==> src/rtl/piso_serializer.sv <==
// Parallel-in/serial-out transmitter with valid/ready load and enable-gated shifting.
// Emits frame_start with the first bit and done with the last; supports gapless frames.
module piso_serializer #(
    parameter int WIDTH     = 8,
    parameter bit MSB_FIRST = 1'b1
) (
    input  logic             clk,
    input  logic             rst,
    input  logic             en,
    input  logic [WIDTH-1:0] din,
    input  logic             din_valid,
    output logic             din_ready,
    output logic             sout,
    output logic             sout_valid,
    output logic             frame_start,
    output logic             done,
    output logic             busy
);

    localparam int CNT_W = $clog2(WIDTH);
    localparam logic [CNT_W-1:0] CNT_LAST = CNT_W'(WIDTH - 1);
    localparam logic [CNT_W-1:0] CNT_ONE  = CNT_W'(1);

    typedef enum logic {
        IDLE,
        SHIFT
    } state_t;

    state_t           state, state_d;
    logic [WIDTH-1:0] shreg, shreg_d;
    logic [CNT_W-1:0] cnt, cnt_d;
    logic             sout_d, sout_valid_d, frame_start_d, done_d;
    logic             last, accept;

    assign last      = (state == SHIFT) && en && (cnt == CNT_LAST);
    assign din_ready = (state == IDLE) || last;
    assign accept    = din_valid && din_ready;
    assign busy      = (state == SHIFT);

    always_comb begin
        state_d       = state;
        shreg_d       = shreg;
        cnt_d         = cnt;
        sout_d        = sout;
        sout_valid_d  = 1'b0;
        frame_start_d = 1'b0;
        done_d        = 1'b0;

        if (state == SHIFT && en) begin
            sout_valid_d  = 1'b1;
            frame_start_d = (cnt == '0);
            cnt_d         = cnt + CNT_ONE;
            if (MSB_FIRST) begin
                sout_d  = shreg[WIDTH-1];
                shreg_d = {shreg[WIDTH-2:0], 1'b0};
            end else begin
                sout_d  = shreg[0];
                shreg_d = {1'b0, shreg[WIDTH-1:1]};
            end
            if (last) begin
                done_d  = 1'b1;
                state_d = IDLE;
                cnt_d   = '0;
            end
        end

        // A load on the last-bit edge overrides the return to IDLE.
        if (accept) begin
            shreg_d = din;
            cnt_d   = '0;
            state_d = SHIFT;
        end
    end

    always_ff @(posedge clk or posedge rst) begin
        if (rst) begin
            state       <= IDLE;
            shreg       <= '0;
            cnt         <= '0;
            sout        <= 1'b0;
            sout_valid  <= 1'b0;
            frame_start <= 1'b0;
            done        <= 1'b0;
        end else begin
            state       <= state_d;
            shreg       <= shreg_d;
            cnt         <= cnt_d;
            sout        <= sout_d;
            sout_valid  <= sout_valid_d;
            frame_start <= frame_start_d;
            done        <= done_d;
        end
    end

endmodule

==> config.mk <==
export PLATFORM = sky130hd
export DESIGN_NAME = piso_serializer
export DESIGN_NICKNAME = d
export VERILOG_FILES = /design/src/rtl/piso_serializer.sv
export SDC_FILE = /design/constraint.sdc
export NUM_CORES = 1
export LEC_CHECK = 0
export BUFFER_PORTS_ARGS = -buffer_cell sky130_fd_sc_hd__buf_2
export CORE_MARGIN = 2
export CORE_UTILIZATION = 53
export CTS_BUF_LIST = sky130_fd_sc_hd__clkbuf_8
export CTS_CLUSTER_SIZE = 25
export DETAILED_ROUTE_END_ITERATION = 8
export GPL_TIMING_DRIVEN = 0
export PLACE_DENSITY = 0.79
export RECOVER_POWER = 25
export SYNTH_ARGS = -nofsm -noshare
export SYNTH_HDL_FRONTEND = slang
export SYNTH_SLANG_ARGS = --single-unit
==> constraint.sdc <==
create_clock -name clk -period 2.4 [get_ports clk]
set_clock_uncertainty 0.15 [all_clocks]
set_input_delay 0.72 -clock clk [delete_from_list [all_inputs] [get_ports clk]]
set_output_delay 0.72 -clock clk [all_outputs]
set_load 0.05 [all_outputs]
# == Yosys cells after proc, flatten, opt, wreduce, memory -nomap -nowiden ==
# Cells that the tools add are included.
# totals
register_bits,16
elab_cells,30
# classes
addsub,1
n_eq_ne,1
muxes,12
n_bitwise,1
reduce_logical,8
# ops
op,count
$mux 8,2
$mux 3,3
$mux 1,7
$reduce_bool 2->1,2
$add 3x1->3 const B,1
$eq 3x3->1 const B,1
$logic_and 1x1->1,3
$logic_not 3->1,1
$reduce_and 2->1,1
$logic_or 1x1->1,1
$not 1->1,1

# == Logic depth before layout (Yosys ltp) ==
# Gate-level depths: netlist of the first run.
# depth
depth_word,6
ltp_mapped,6
depth_no_buf,5

# == Least setup slack after synthesis of the first run ==
# OpenSTA, ideal clock, no wires.
# synth_path
kind,reg2out
start,reg cnt[0]
end,out din_ready
t_arrival_ns,1.194
required_time_ns,1.530
slack_ns,0.336
stages_incl_launch_ff,5
path_buffers,1
path_cell_list,dfrtp_1 -> ha_1 -> ha_1 -> a21bo_1 -> buf_2
# synth_between
elab_chain_cells,3
# synth_rtl
element,line_no,rtl
from (decl),31,"logic [CNT_W-1:0] cnt, cnt_d;"
from (signal assigned),87,cnt <= cnt_d;
$eq 3x3->1,35,assign last = (state == SHIFT) && en && (cnt == CNT_LAST);
$logic_and 1x1->1,35,
$logic_or 1x1->1,36,assign din_ready = (state == IDLE) || last;
to (decl),12,"output logic din_ready,"
# Every way passes these cells.

# == Worst setup path after layout of the first run ==
# layout_path
start,reg cnt[1]
end,out din_ready
# Same word-level chain as after synthesis.

==> results of run 1 <==
-- power groups by stage --
stage / Clock [mW] / Sequential (mW) / Combinational, mW
finish: 0.232 / 0.408 / 0.374
floorplan: 0 / 0.457 / 0.187
global route: 0.246 / 0.422 / 0.412
global placement: 0 / 0.406 / 0.298
detailed placement: 0 / 0.410 / 0.305
CTS: 0.238 / 0.404 / 0.337
-- synthesized netlist by cell type --
library cell               instances
sky130_fd_sc_hd__nor3b_1           1
sky130_fd_sc_hd__clkbuf_1          1
sky130_fd_sc_hd__and3_1            1
sky130_fd_sc_hd__o21ai_0           1
sky130_fd_sc_hd__and2_4            1
sky130_fd_sc_hd__ha_1              3
sky130_fd_sc_hd__nor2_1            2
sky130_fd_sc_hd__buf_6             1
sky130_fd_sc_hd__mux2i_1           8
sky130_fd_sc_hd__nand2_2           1
sky130_fd_sc_hd__a21bo_1           1
sky130_fd_sc_hd__buf_2             2
sky130_fd_sc_hd__dfrtp_1          16
sky130_fd_sc_hd__a21oi_1           2
sky130_fd_sc_hd__o21ai_2           3
sky130_fd_sc_hd__o21ai_1           4
sky130_fd_sc_hd__nand4b_1          2
sky130_fd_sc_hd__mux2_2            1
sky130_fd_sc_hd__inv_1             4
sky130_fd_sc_hd__nand3_1           8
sky130_fd_sc_hd__nand2_1           3
sky130_fd_sc_hd__nand2b_1          1
-- metal layers --
layer	part of all wire [%]	global-route usage, %	wire [um]
met5	0	0	0
met1	44	21.8	623
met4	0.78	7.74	11
met3	3.5	3.04	49
met2	52	29.1	732
-- cell families (layout without fill, tap and decap cells) --
kind of cell	after synthesis	count (layout)	synth area share, %
compound gates	11	11	9.48
mux	9	9	12.1
flops	16	16	53.2
buf+inv	8	34	5.32
fa+ha+maj	3	3	4.99
simple gates	20	20	14.8
-- worst register-to-register path, delay by kind of cell (launching register included) --
kind / cells / cell delay (ps)
compound gates: 2 / 270
buf+inv: 2 / 280
fa+ha+maj: 2 / 360
simple gates: 1 / 90
flops: 1 / 400
-- what timing repair did --
item | in CTS | in global routing
setup buffers | 1 | 5
resized for setup | 5 | 3
pin swaps | 0 | 1
hold buffers | 0 | 0
endpoints found under the setup margin | 1 | 1
-- layout make-up --
type	count	area, um2	area share [%]
repair buffers	22	135	13.8
inverters	4	15.0	1.53
plain buffers	4	31.3	3.18
clock buffers	4	55.1	5.61
multi-input cells	43	327	33.2
well taps	15	18.8	1.91
flip-flops and latches	16	400	40.8
-- sequential cells by signal, summed over array words and instances, names as in the netlist --
signal	cells
done	1
frame_start	1
shreg	8
cnt	3
sout	1
sout_valid	1
busy	1
-- placed cells by master (no fill, tap or decap) --
master                     netlist  layout
sky130_fd_sc_hd__buf_2           2      16
sky130_fd_sc_hd__a21bo_1         1       1
sky130_fd_sc_hd__ha_2            0       1
sky130_fd_sc_hd__nand2b_1        1       1
sky130_fd_sc_hd__a21oi_1         2       2
sky130_fd_sc_hd__buf_4           0       6
sky130_fd_sc_hd__nor2_1          2       2
sky130_fd_sc_hd__buf_6           1       2
sky130_fd_sc_hd__and3_1          1       1
sky130_fd_sc_hd__o21ai_2         3       3
sky130_fd_sc_hd__mux2_2          1       1
sky130_fd_sc_hd__nor3b_1         1       1
sky130_fd_sc_hd__o21ai_1         4       4
sky130_fd_sc_hd__nand2_2         1       1
sky130_fd_sc_hd__mux2i_1         8       8
sky130_fd_sc_hd__ha_1            3       1
sky130_fd_sc_hd__clkbuf_1        1       1
sky130_fd_sc_hd__clkbuf_8        0       4
sky130_fd_sc_hd__and2_4          1       1
sky130_fd_sc_hd__nand2_1         3       3
sky130_fd_sc_hd__ha_4            0       1
sky130_fd_sc_hd__o21ai_0         1       1
sky130_fd_sc_hd__nand4b_1        2       2
sky130_fd_sc_hd__nand3_1         8       8
sky130_fd_sc_hd__buf_8           0       1
sky130_fd_sc_hd__dfrtp_1        16      16
sky130_fd_sc_hd__inv_1           4       4
-- worst max-delay path by stage --
stage / cells after the start / end / startpoint / slack (ps)
after floorplan: 4 / din_ready / cnt[0]$_DFFE_PP0P_ / 340
after global placement: 4 / din_ready / en / 40
after detailed placement: 4 / din_ready / en / 40
after CTS: 5 / din_ready / cnt[0]$_DFFE_PP0P_ / 6
after global routing: 5 / din_ready / cnt[1]$_DFFE_PP0P_ / -10
final: 5 / din_ready / cnt[1]$_DFFE_PP0P_ / 40
==> results summary, run 1 <==
The endpoint required time on the critical path came out at 1530 ps. The number of antenna diodes in the final layout is 0. The largest net degree at the start of global routing is 17. The global-route wire length before repair is 2310 um. The number of global-route vias before repair is 535. The cell count after synthesis is 67. The number of antenna-violating nets in the routed design is 0. The critical path goes through ha_2, ha_4, a21bo_1, buf_6, buf_8.

The pre-CTS setup slack came out at 37.5 ps. The number of standard cells in the layout, taps in and fillers out is approximately 110. The switching fraction of total power is around 34%. In the final timing run, aggregate negative setup slack is 0 ps. In this run, placement finished with an instance count of a little under 100. The biggest cell delay along the critical path came out at 400 ps. The post-route worst hold slack is 358 ps. The worst-case headroom to the max-slew limit is 59.7%. The synthesized design devotes to its leading area cell type between 50% and 60% of total area. Global routing used about 17% of the available tracks. The total detailed-routing wirelength came out at between 1000 and 1500 um. The number of setup violations in the final report is 0. The tree is rooted in a sky130_fd_sc_hd__clkbuf_8. The detailed-routing iteration count for the pre-antenna-repair pass came out at 2.

The kind of start point of the critical path is a flop. In this run the number of H-tree levels came out at 1. At the end of the flow, the number of nets in the layout was between 100 and 150.

The worst hold path terminates at sout$_DFFE_PP0P_. The post-route core utilization is 74.5%. The worst hold path begins at sout$_DFFE_PP0P_. The die covers 1740 um2. The clock transition at the registers of the reported paths came out at approximately 60 ps. The starting density of the core is 57.1%. For this run, design rule violations remaining after detail routing come to 0. The transition at the pin with the smallest max-transition slack came out at 603 ps.

The proportion of power drawn by the clock network is 22.9%. The total power came out at 1.01 mW. Among all stages on the critical path, the largest delay is contributed by sky130_fd_sc_hd__dfrtp_1. The number of unique standard cell types used by synthesis came out at 22.

The weighted congestion reported at the end of routability-driven placement is 0.705. The register bit count reported by yosys is 16. The final number of hold-violating endpoints is 0.

The floorplan core area came out at approximately 1300 um2. The highest ir drop seen on vdd came out at 529 uV. The internal cell power is between 0.6 and 0.7 mW. Among cell families on the critical path, the largest total delay comes from flip-flops. Timing would allow up to 0.423 GHz. The detailed router placed between 500 and 600 vias in this run. The relative area change from synthesis to final layout came out at 30.6%.

The worst endpoint data arrival time came out at 1490 ps. In the final layout, the share of cells above drive strength 1 is around 40%. The worst hold path class is flop to flop. The finished layout cell area came out at 982 um2. The clock tree from TritonCTS is built. The cell type contributing the most total cell area after synthesis is sky130_fd_sc_hd__dfrtp_1. Summed over all cells, the static leakage comes to 0.514 nW. In this run the vertical extent of the chip is 41.7 um. The violation count after the first detailed-route iteration is 2. The remaining global-route overflow came out at 0. The number of vias per cell is 5.41. Yosys printed 0 warnings. The synthesized area per cell came out at 11.2 um2. STA classifies the critical path endpoint as a primary output. The number of buffers inserted by port buffering is 16. Detailed placement finished with a half-perimeter wire length of approximately 870 um. Yosys attributes the largest share of cell area to sky130_fd_sc_hd__dfrtp_1 (53%), sky130_fd_sc_hd__mux2i_1 (11%), sky130_fd_sc_hd__nand3_1 (5.3%).

In the post-route analysis, the smallest setup slack over all paths is 35.4 ps. Clock tree synthesis inserted a total of 3 buffers. The worst-path maximum fanout is 6. The number of placed I/O pins is 18. The total placed instance area is approximately 850 um2.

The number of buffers on the longest clock path is 2. The count of filler cells inserted in the layout is 90. The number of max-slew violations in the final report is 0. The width of the die came out at about 42 um. The post-layout minimum cycle time is roughly 2400 ps.

The logic gate share of total power is 36.9%. Across the run, the number of max-cap violations was 0. The number of antenna violations at the first check in global routing came out at 0. The routed wire length per instance is 13.1 um. Measured in cells, the most critical reg-to-reg path has a length of 7. The critical path class is flop to primary output. The net switching power came out at 0.344 mW. The final clock period utilization by the worst path came out at a little over nine tenths. The flow ran to the end, and the final reports show no timing, DRC or antenna violations. The worst register-to-register path begins at cnt[1]$_DFFE_PP0P_. The total nets after synthesis came out at 82. The cell count of the worst hold path is 1. The clock reaches the later pin of the worst-skew pair after 240 ps. The power density over the cells is 1030 nW/um2. The placement row count came out at 13. The sequential cell area fraction in the yosys report is 53.2%. The critical path contains buffers and inverters numbering 2 combined. After synthesis the cells add up to 752 um2. The flop-to-flop setup slack came out at about 740 ps.

Per report_power, the sequential group accounts for 40.2% of the total. The worst flop-to-flop path endpoint is shreg[5]$_DFFE_PP0P_. The clock net in this run drives a total of 16 sinks.
No activity file was read; power rests on OpenSTA's default activity.
==> inputs of run 2 (changes only) <==
--- a/config.mk
+++ b/config.mk
@@ -5,14 +5,14 @@
 export SDC_FILE = /design/constraint.sdc
 export NUM_CORES = 1
 export LEC_CHECK = 0
-export BUFFER_PORTS_ARGS = -buffer_cell sky130_fd_sc_hd__buf_2
 export CORE_MARGIN = 2
-export CORE_UTILIZATION = 53
+export CORE_UTILIZATION = 55
 export CTS_BUF_LIST = sky130_fd_sc_hd__clkbuf_8
 export CTS_CLUSTER_SIZE = 25
 export DETAILED_ROUTE_END_ITERATION = 8
+export DONT_BUFFER_PORTS = 1
 export GPL_TIMING_DRIVEN = 0
-export PLACE_DENSITY = 0.79
+export PLACE_DENSITY = 0.7
 export RECOVER_POWER = 25
 export SYNTH_ARGS = -nofsm -noshare
 export SYNTH_HDL_FRONTEND = slang
==> run 2 against run 1 <==
Effect of this change: largest power group unchanged; count of clock-buffer cells in the layout did not move; global-route usage rose by 3.4 points; critical path depth fell by 1.
==> results summary, run 2 (synthesis results as in run 1) <==
The count of filler cells inserted in the layout is 98 (+8.9%). The transition at the pin with the smallest max-transition slack is 598 ps (-5.46 ps). The overall die height came out at 41.0 um (-1.7%). The relative area change from synthesis to final layout came out at 10.6%. The number of placed I/O pins came out at 18 (unchanged).

The remaining global-route overflow came out at 0 (unchanged). The setup path with the least slack is of type flop to primary output. The buffer and inverter count on the worst path is 1 (-1). The width of the die is 41.0 um (-1.7%). The library cell used most frequently in the layout, excluding fill and tap cells, is sky130_fd_sc_hd__dfrtp_1. The total power came out at 0.924 mW (-9.0%). The area of all sequential standard cells was 400 um2 (unchanged). The total detailed-routing wirelength is 1290 um (-9.2%). The detailed-routing iteration count for the pre-antenna-repair pass is 4 (+2). The number of vias after detailed routing came out at 492 (-16%). The highest ir drop seen on vdd is 457 uV (-14%). The final setup TNS came out at 0 ps (unchanged). The cell family contributing the most delay on the critical path is adder cells. The number of antenna-violating nets in the routed design is 0 (unchanged). Ranked by flip-flop count, first place goes to shreg. The finished layout cell area came to 832 um2 (-15%). The final number of hold-violating endpoints came out at 0 (unchanged).

The root buffer cell chosen for the clock tree is sky130_fd_sc_hd__clkbuf_8. The number of vias per cell came out at 5.72 (+5.8%). STA classifies the critical path endpoint as a primary output. The HPWL reported at the end of detailed placement is 942 um (+8.6%). The worst endpoint data arrival time came out at 1460 ps (-30 ps). The largest net degree at the start of global routing is 17 (unchanged). The all-layer global routing usage is 20.7% (+3.4 points).

The leakage power figure came to 0.417 nW (-19%). The total placed instance area came to 771 um2 (-9.4%). The endpoint required time on the critical path came to 1530 ps (about the same). The starting density of the core came out at 58.5% (+1.4 points). The routed wire length per instance is 15.0 um (+14%). Setup repair after global routing left no endpoint under its margin. The clock transition at the registers of the reported paths came out at 60 ps (about the same).

The number of buffers inserted by port buffering came out at 0 (-16). The number of antenna violations at the first check in global routing is 0 (unchanged). The worst-case headroom to the max-slew limit is 60.1% (+0.36 points). The antenna diode instance count was 0 (unchanged). The net total in the final layout came out at 87 (-20%). Among the stages of the critical path, the cell type that occurs most often is sky130_fd_sc_hd__ha_1.

The highest attainable clock frequency came to 0.429 GHz (+1.4%). The number of setup violations in the final report came out at 0 (unchanged). The number of buffers created by CTS is 3 (unchanged). The largest registers in the layout are shreg x8, cnt x3.

The clock tree from TritonCTS is built. The number of max-slew violations in the final report came out at 0 (unchanged). The worst hold path class is primary input to async pin. The power density over the cells is 1110 nW/um2 (+7.5%). The number of flip-flops under the largest register name is 8 (unchanged). The number of maximum-capacitance violations came out at 0 (unchanged). The worst flop-to-flop path endpoint is cnt[2]$_DFFE_PP0P_. The full die area is 1680 um2 (-3.3%).

The area of the multi-input gates came out at 312 um2 (-4.6%). In this run the worst setup path begins at cnt[0]$_DFFE_PP0P_. The global-route wire length before repair came out at 2130 um (-8.0%). The final clock period utilization by the worst path came out at 97.2% (-1.3 points). The violation count after the first detailed-route iteration came out at 3 (+1). The end of the critical path is din_ready. The remaining routing DRC violations is 0 (unchanged). The share of layout cells above drive strength 1 is 18.3% (-21 points).

The flow ran to the end, and the final reports show no timing, DRC or antenna violations. The number of global-route vias before repair is 514 (-3.9%). The worst-path maximum fanout is 10 (+4). The biggest cell delay along the critical path came out at 410 ps (about the same).

The number of sinks handled by clock tree synthesis came out at 16 (unchanged). The total stage count of the critical path is 4 (-1). The post-route worst hold slack came out at 278 ps (-79.4 ps). The post-layout minimum cycle time is 2330 ps (-32.4 ps). The weighted congestion reported at the end of routability-driven placement came to 0.670 (-4.9%). The floorplan core area is 1280 um2 (-2.5%). The hold buffer count at cts came out at 0 (unchanged).

In the layout the commonest cells are sky130_fd_sc_hd__dfrtp_1 (16), sky130_fd_sc_hd__mux2i_1 (8), sky130_fd_sc_hd__nand3_1 (8). The worst reg2reg path startpoint is cnt[0]$_DFFE_PP0P_. Walking the worst path, the cells encountered are ha_1, ha_1, a21bo_1, buf_6. The number of H-tree levels was 1 (unchanged). The depth of the worst register-to-register path is 6 (-1).

The placement row count came out at 13 (unchanged). The flop-to-flop setup slack came out at 680 ps (-60 ps). The number of buffers on the longest clock path came out at 2 (unchanged). The clock latency reported for the late side of the worst-skew pair came out at 240 ps (about the same).

The kind of start point of the critical path is a flop. The cell type of the slowest stage on the worst timing path is sky130_fd_sc_hd__dfrtp_1.
run 2: changes by cell type in the layout (fill, tap and decap cells not counted):
cell and delta:
sky130_fd_sc_hd__buf_2 -15, sky130_fd_sc_hd__buf_4 -6, sky130_fd_sc_hd__buf_8 -1, sky130_fd_sc_hd__ha_1 +2, sky130_fd_sc_hd__ha_2 -1, sky130_fd_sc_hd__ha_4 -1
run 2: worst min-delay path by stage:
| stage | slack (ps) | endpoint | cells after the start | startpoint |
|---|---|---|---|---|
| after floorplan | 290 | frame_start$_DFF_PP0_ | 1 | cnt[2]$_DFFE_PP0P_ |
| after global placement | 310 | frame_start$_DFF_PP0_ | 1 | cnt[2]$_DFFE_PP0P_ |
| after detailed placement | 340 | frame_start$_DFF_PP0_ | 1 | cnt[2]$_DFFE_PP0P_ |
| after CTS | 300 | cnt[1]$_DFFE_PP0P_ | 1 | rst |
| after global routing | 310 | cnt[2]$_DFFE_PP0P_ | 1 | rst |
| final | 280 | frame_start$_DFF_PP0_ | 1 | rst |
run 2: worst register-to-register path, delay by kind of cell (launching register included):
family | cells | cell delay, ps
buf+inv | 1 | 140
simple gates | 1 | 170
compound gates | 2 | 350
fa+ha+maj | 2 | 430
flops | 1 | 410
run 2: what timing repair did:
item | CTS | global route
cloned | 0 | 0
gates resized for setup | 1 | 1
endpoints found under the setup margin | 1 | 1
setup buffers | 0 | 0
run 2: through the flow:
stage               util, %  worst slack, ps  cells
floorplan                 -              336     67
global placement       60.0              255     82
detailed placement     60.0              267     82
CTS                    64.5             28.1     86
global route           64.8             6.94     86
finish                 64.8             67.8     86
run 2: layout make-up:
cell class / count / area share (%)
sequential: 16 / 48.1
buffer: 4 / 3.76
multi-input combinational: 43 / 37.4
inverter: 4 / 1.80
tap: 15 / 2.26
clock buffer: 4 / 6.62
run 2: routing by layer:
layer / wire, um / vias up / global-route usage [%]
met5: 0 / - / 0
met4: 14 / 0 / 10.0
met1: 542 / 237 / 22.1
li1: - / 239 / -
met2: 669 / 14 / 37.5
met3: 60 / 2 / 4.89
run 2: power breakdown:
group	total, mW	switching (mW)	internal [mW]
sequential	0.466	0.112	0.354
clock	0.233	0.0879	0.145
combinational	0.225	0.118	0.106
total	0.924	0.319	0.605
==> inputs of run 3 (changes only) <==
--- a/config.mk
+++ b/config.mk
@@ -7,7 +7,7 @@
 export LEC_CHECK = 0
 export CORE_MARGIN = 2
 export CORE_UTILIZATION = 55
-export CTS_BUF_LIST = sky130_fd_sc_hd__clkbuf_8
+export CTS_BUF_LIST = sky130_fd_sc_hd__clkbuf_2 sky130_fd_sc_hd__clkbuf_4 sky130_fd_sc_hd__clkbuf_8
 export CTS_CLUSTER_SIZE = 25
 export DETAILED_ROUTE_END_ITERATION = 8
 export DONT_BUFFER_PORTS = 1
==> run 3 against run 2 <==
Effect of this change: flip-flop and latch count did not move; hold slack worse by 50 ps; register-to-register slack gained 20 ps; combinational power rose by 15%; largest cell class unchanged; highest routed layer unchanged; count of clock-buffer cells in the layout unchanged.
==> results summary, run 3 (synthesis results as in run 1) <==
The net total in the final layout came out at 87 (unchanged). The highest ir drop seen on vdd came out at 557 uV (+22%). TritonCTS built the clock tree. The largest net degree at the start of global routing is 17 (unchanged). The met1 capacity usage during global routing was 21.8% (-0.35 points). The biggest cell delay along the critical path is 420 ps (about the same). The slowest stage of the critical path is the sky130_fd_sc_hd__dfrtp_1 cell. The total detailed-routing wirelength is 1360 um (+5.8%). The met3 usage in global routing came out at 3.26% (-1.6 points).

The full die area is 1680 um2 (unchanged). The remaining global-route overflow came out at 0 (unchanged). The number of sinks handled by clock tree synthesis came to 16 (unchanged). The worst-case headroom to the max-slew limit came out at 60.1% (about the same). shreg holds more flip-flops than any other register.

The final number of hold-violating endpoints is 0 (unchanged). The flow ran to the end, and the final reports show no timing, DRC or antenna violations. The number of vias per cell came out at 5.92 (+3.5%).

The number of vias after detailed routing came out at 509 (+3.5%). The total power came out at 0.908 mW (-1.7%). The met2 usage in global routing came out at 38.7% (+1.2 points). The number of buffers inserted by port buffering came out at 0 (unchanged).

The antenna diode instance count came out at 0 (unchanged). The global-route wire length before repair is 2160 um (+1.6%). The number of flip-flops under the largest register name is 8 (unchanged). The routed wire length per instance came out at 15.8 um (+5.8%).

The number of global-route vias before repair came out at 530 (+3.1%). The number of buffers created by CTS is 3 (unchanged). The violation count after the first detailed-route iteration came to 4 (+1). The worst-path maximum fanout is 10 (unchanged). The placement row count came to 13 (unchanged). The clock transition at the registers of the reported paths is 100 ps (+40 ps). The post-route worst hold slack was 228 ps (-50.1 ps). The post-layout minimum cycle time came out at 2340 ps (+6.52 ps). The remaining routing DRC violations is 0 (unchanged).

The overall die height is 41.0 um (unchanged). The number of setup violations in the final report is 0 (unchanged). STA classifies the critical path endpoint as a primary output. The number of H-tree levels came out at 1 (unchanged). The number of antenna violations at the first check in global routing was 0 (unchanged). The floorplan core area is 1280 um2 (unchanged). The final clock period utilization by the worst path came to 97.4% (+0.27 points). The largest registers in the layout are shreg x8, cnt x3.

The number of maximum-capacitance violations came out at 0 (unchanged). Setup repair after global routing left no endpoint under its margin. Compared with the post-synthesis result, the final layout area differs by 12.3%. The most common cell after layout, fill and taps aside is sky130_fd_sc_hd__dfrtp_1. The number of max-slew violations in the final report is 0 (unchanged). The CTS root buffer is sky130_fd_sc_hd__clkbuf_4. The power density over the cells is 1080 nW/um2 (-3.1%). The library cells used most frequently in the layout, excluding fill and tap cells, are sky130_fd_sc_hd__dfrtp_1 (15), sky130_fd_sc_hd__mux2i_1 (8), sky130_fd_sc_hd__nand3_1 (8), sky130_fd_sc_hd__o21ai_1 (4), sky130_fd_sc_hd__inv_1 (4). The worst endpoint data arrival time came out at 1470 ps (about the same). The highest attainable clock frequency was 0.428 GHz (-0.28%).

The largest delay contributor family on the critical path is flip-flops. The starting density of the core came out at 58.5% (unchanged). The detailed-routing iteration count for the pre-antenna-repair pass was 4 (unchanged). The share of layout cells above drive strength 1 came out at 23.9% (+5.6 points). The number of buffers on the longest clock path came out at 2 (unchanged). The endpoint required time on the critical path came out at 1530 ps (about the same). The critical path is of the flop to primary output type. The HPWL reported at the end of detailed placement was 942 um (unchanged). The clock latency reported for the late side of the worst-skew pair is 280 ps (+40 ps). The critical path goes through ha_2, ha_4, a21bo_4, buf_12.

STA classifies the critical path startpoint as a flop. The leakage power figure is 0.404 nW (-3.3%). The transition at the pin with the smallest max-transition slack is 598 ps (+0.666 ps). The weighted congestion reported at the end of routability-driven placement is 0.670 (unchanged).

The all-layer global routing usage is 21.0% (+0.23 points). The count of filler cells inserted in the layout came out at 96 (-2.0%). The final setup TNS is 0 ps (unchanged). The number of antenna-violating nets in the routed design is 0 (unchanged). The buffer and inverter count on the worst path came out at 1 (unchanged).

The width of the die is 41.0 um (unchanged). The number of placed I/O pins came to 18 (unchanged). In this run the most used layer during global routing was met2.

The tightest min-delay check is of the primary input to async pin type.
run 3: cell counts in the layout (fill, tap and decap cells not counted):
Identical to the previous run, type by type.
run 3: path summary, 6_finish.rpt:
kind	start	to	slack (ps)	cells after the start
min in group clk	shreg[7]$_DFFE_PP0P_	sout$_DFFE_PP0P_	380	1
worst min-delay path	rst	cnt[2]$_DFFE_PP0P_	230	1
worst max-delay path	cnt[0]$_DFFE_PP0P_	din_ready	60	4
worst max register to register	cnt[0]$_DFFE_PP0P_	cnt[2]$_DFFE_PP0P_	700	6
max in group asynchronous	rst	busy$_DFFE_PP0P_	1450	1
worst min register to register	shreg[7]$_DFFE_PP0P_	sout$_DFFE_PP0P_	380	1
run 3: through the flow:
stage / cells / setup WS [ps] / util, % / cell area, um2
2_1_floorplan: 67 / 336 / - / 752
3_3_place_gp: 82 / 255 / 60.0 / 771
3_5_place_dp: 82 / 267 / 60.0 / 771
4_1_cts: 86 / 10.8 / 63.3 / 813
5_1_grt: 86 / 6.98 / 65.7 / 845
6_report: 86 / 61.2 / 65.7 / 845
run 3: cell type report:
type	count	area, um2	share of cell area [%]
Multi-Input combinational cell	43	333	39.4
Sequential cell	16	402	47.6
Clock buffer	4	36.3	4.30
Inverter	4	15.0	1.78
Buffer	4	40.0	4.74
Tap cell	15	18.8	2.22
run 3: worst register-to-register path: stages (launching register included):
cell,delay (ps)
sky130_fd_sc_hd__dfrtp_1,420
sky130_fd_sc_hd__ha_2,220
sky130_fd_sc_hd__ha_4,170
sky130_fd_sc_hd__a21bo_4,220
sky130_fd_sc_hd__and2_4,160
sky130_fd_sc_hd__buf_6,140
sky130_fd_sc_hd__a21oi_1,150
run 3: layer usage:
layer / wire [um] / vias to the layer above
met5: 0 / -
met4: 14 / 0
met3: 72 / 2
met2: 708 / 18
met1: 566 / 248
li1: - / 241
run 3: where the power goes:
group	total [mW]	switching [mW]	internal (mW)
clock network	0.178	0.0853	0.0923
logic	0.259	0.128	0.130
registers	0.472	0.119	0.353
total	0.908	0.333	0.576
run 3: repair_timing:
action,in CTS,in global routing
gates resized for setup,2,7
cloned,0,0
setup endpoints to repair,1,1
pin swaps,0,0
hold endpoints to repair,0,0
hold buffers,0,0
buffers inserted,0,0
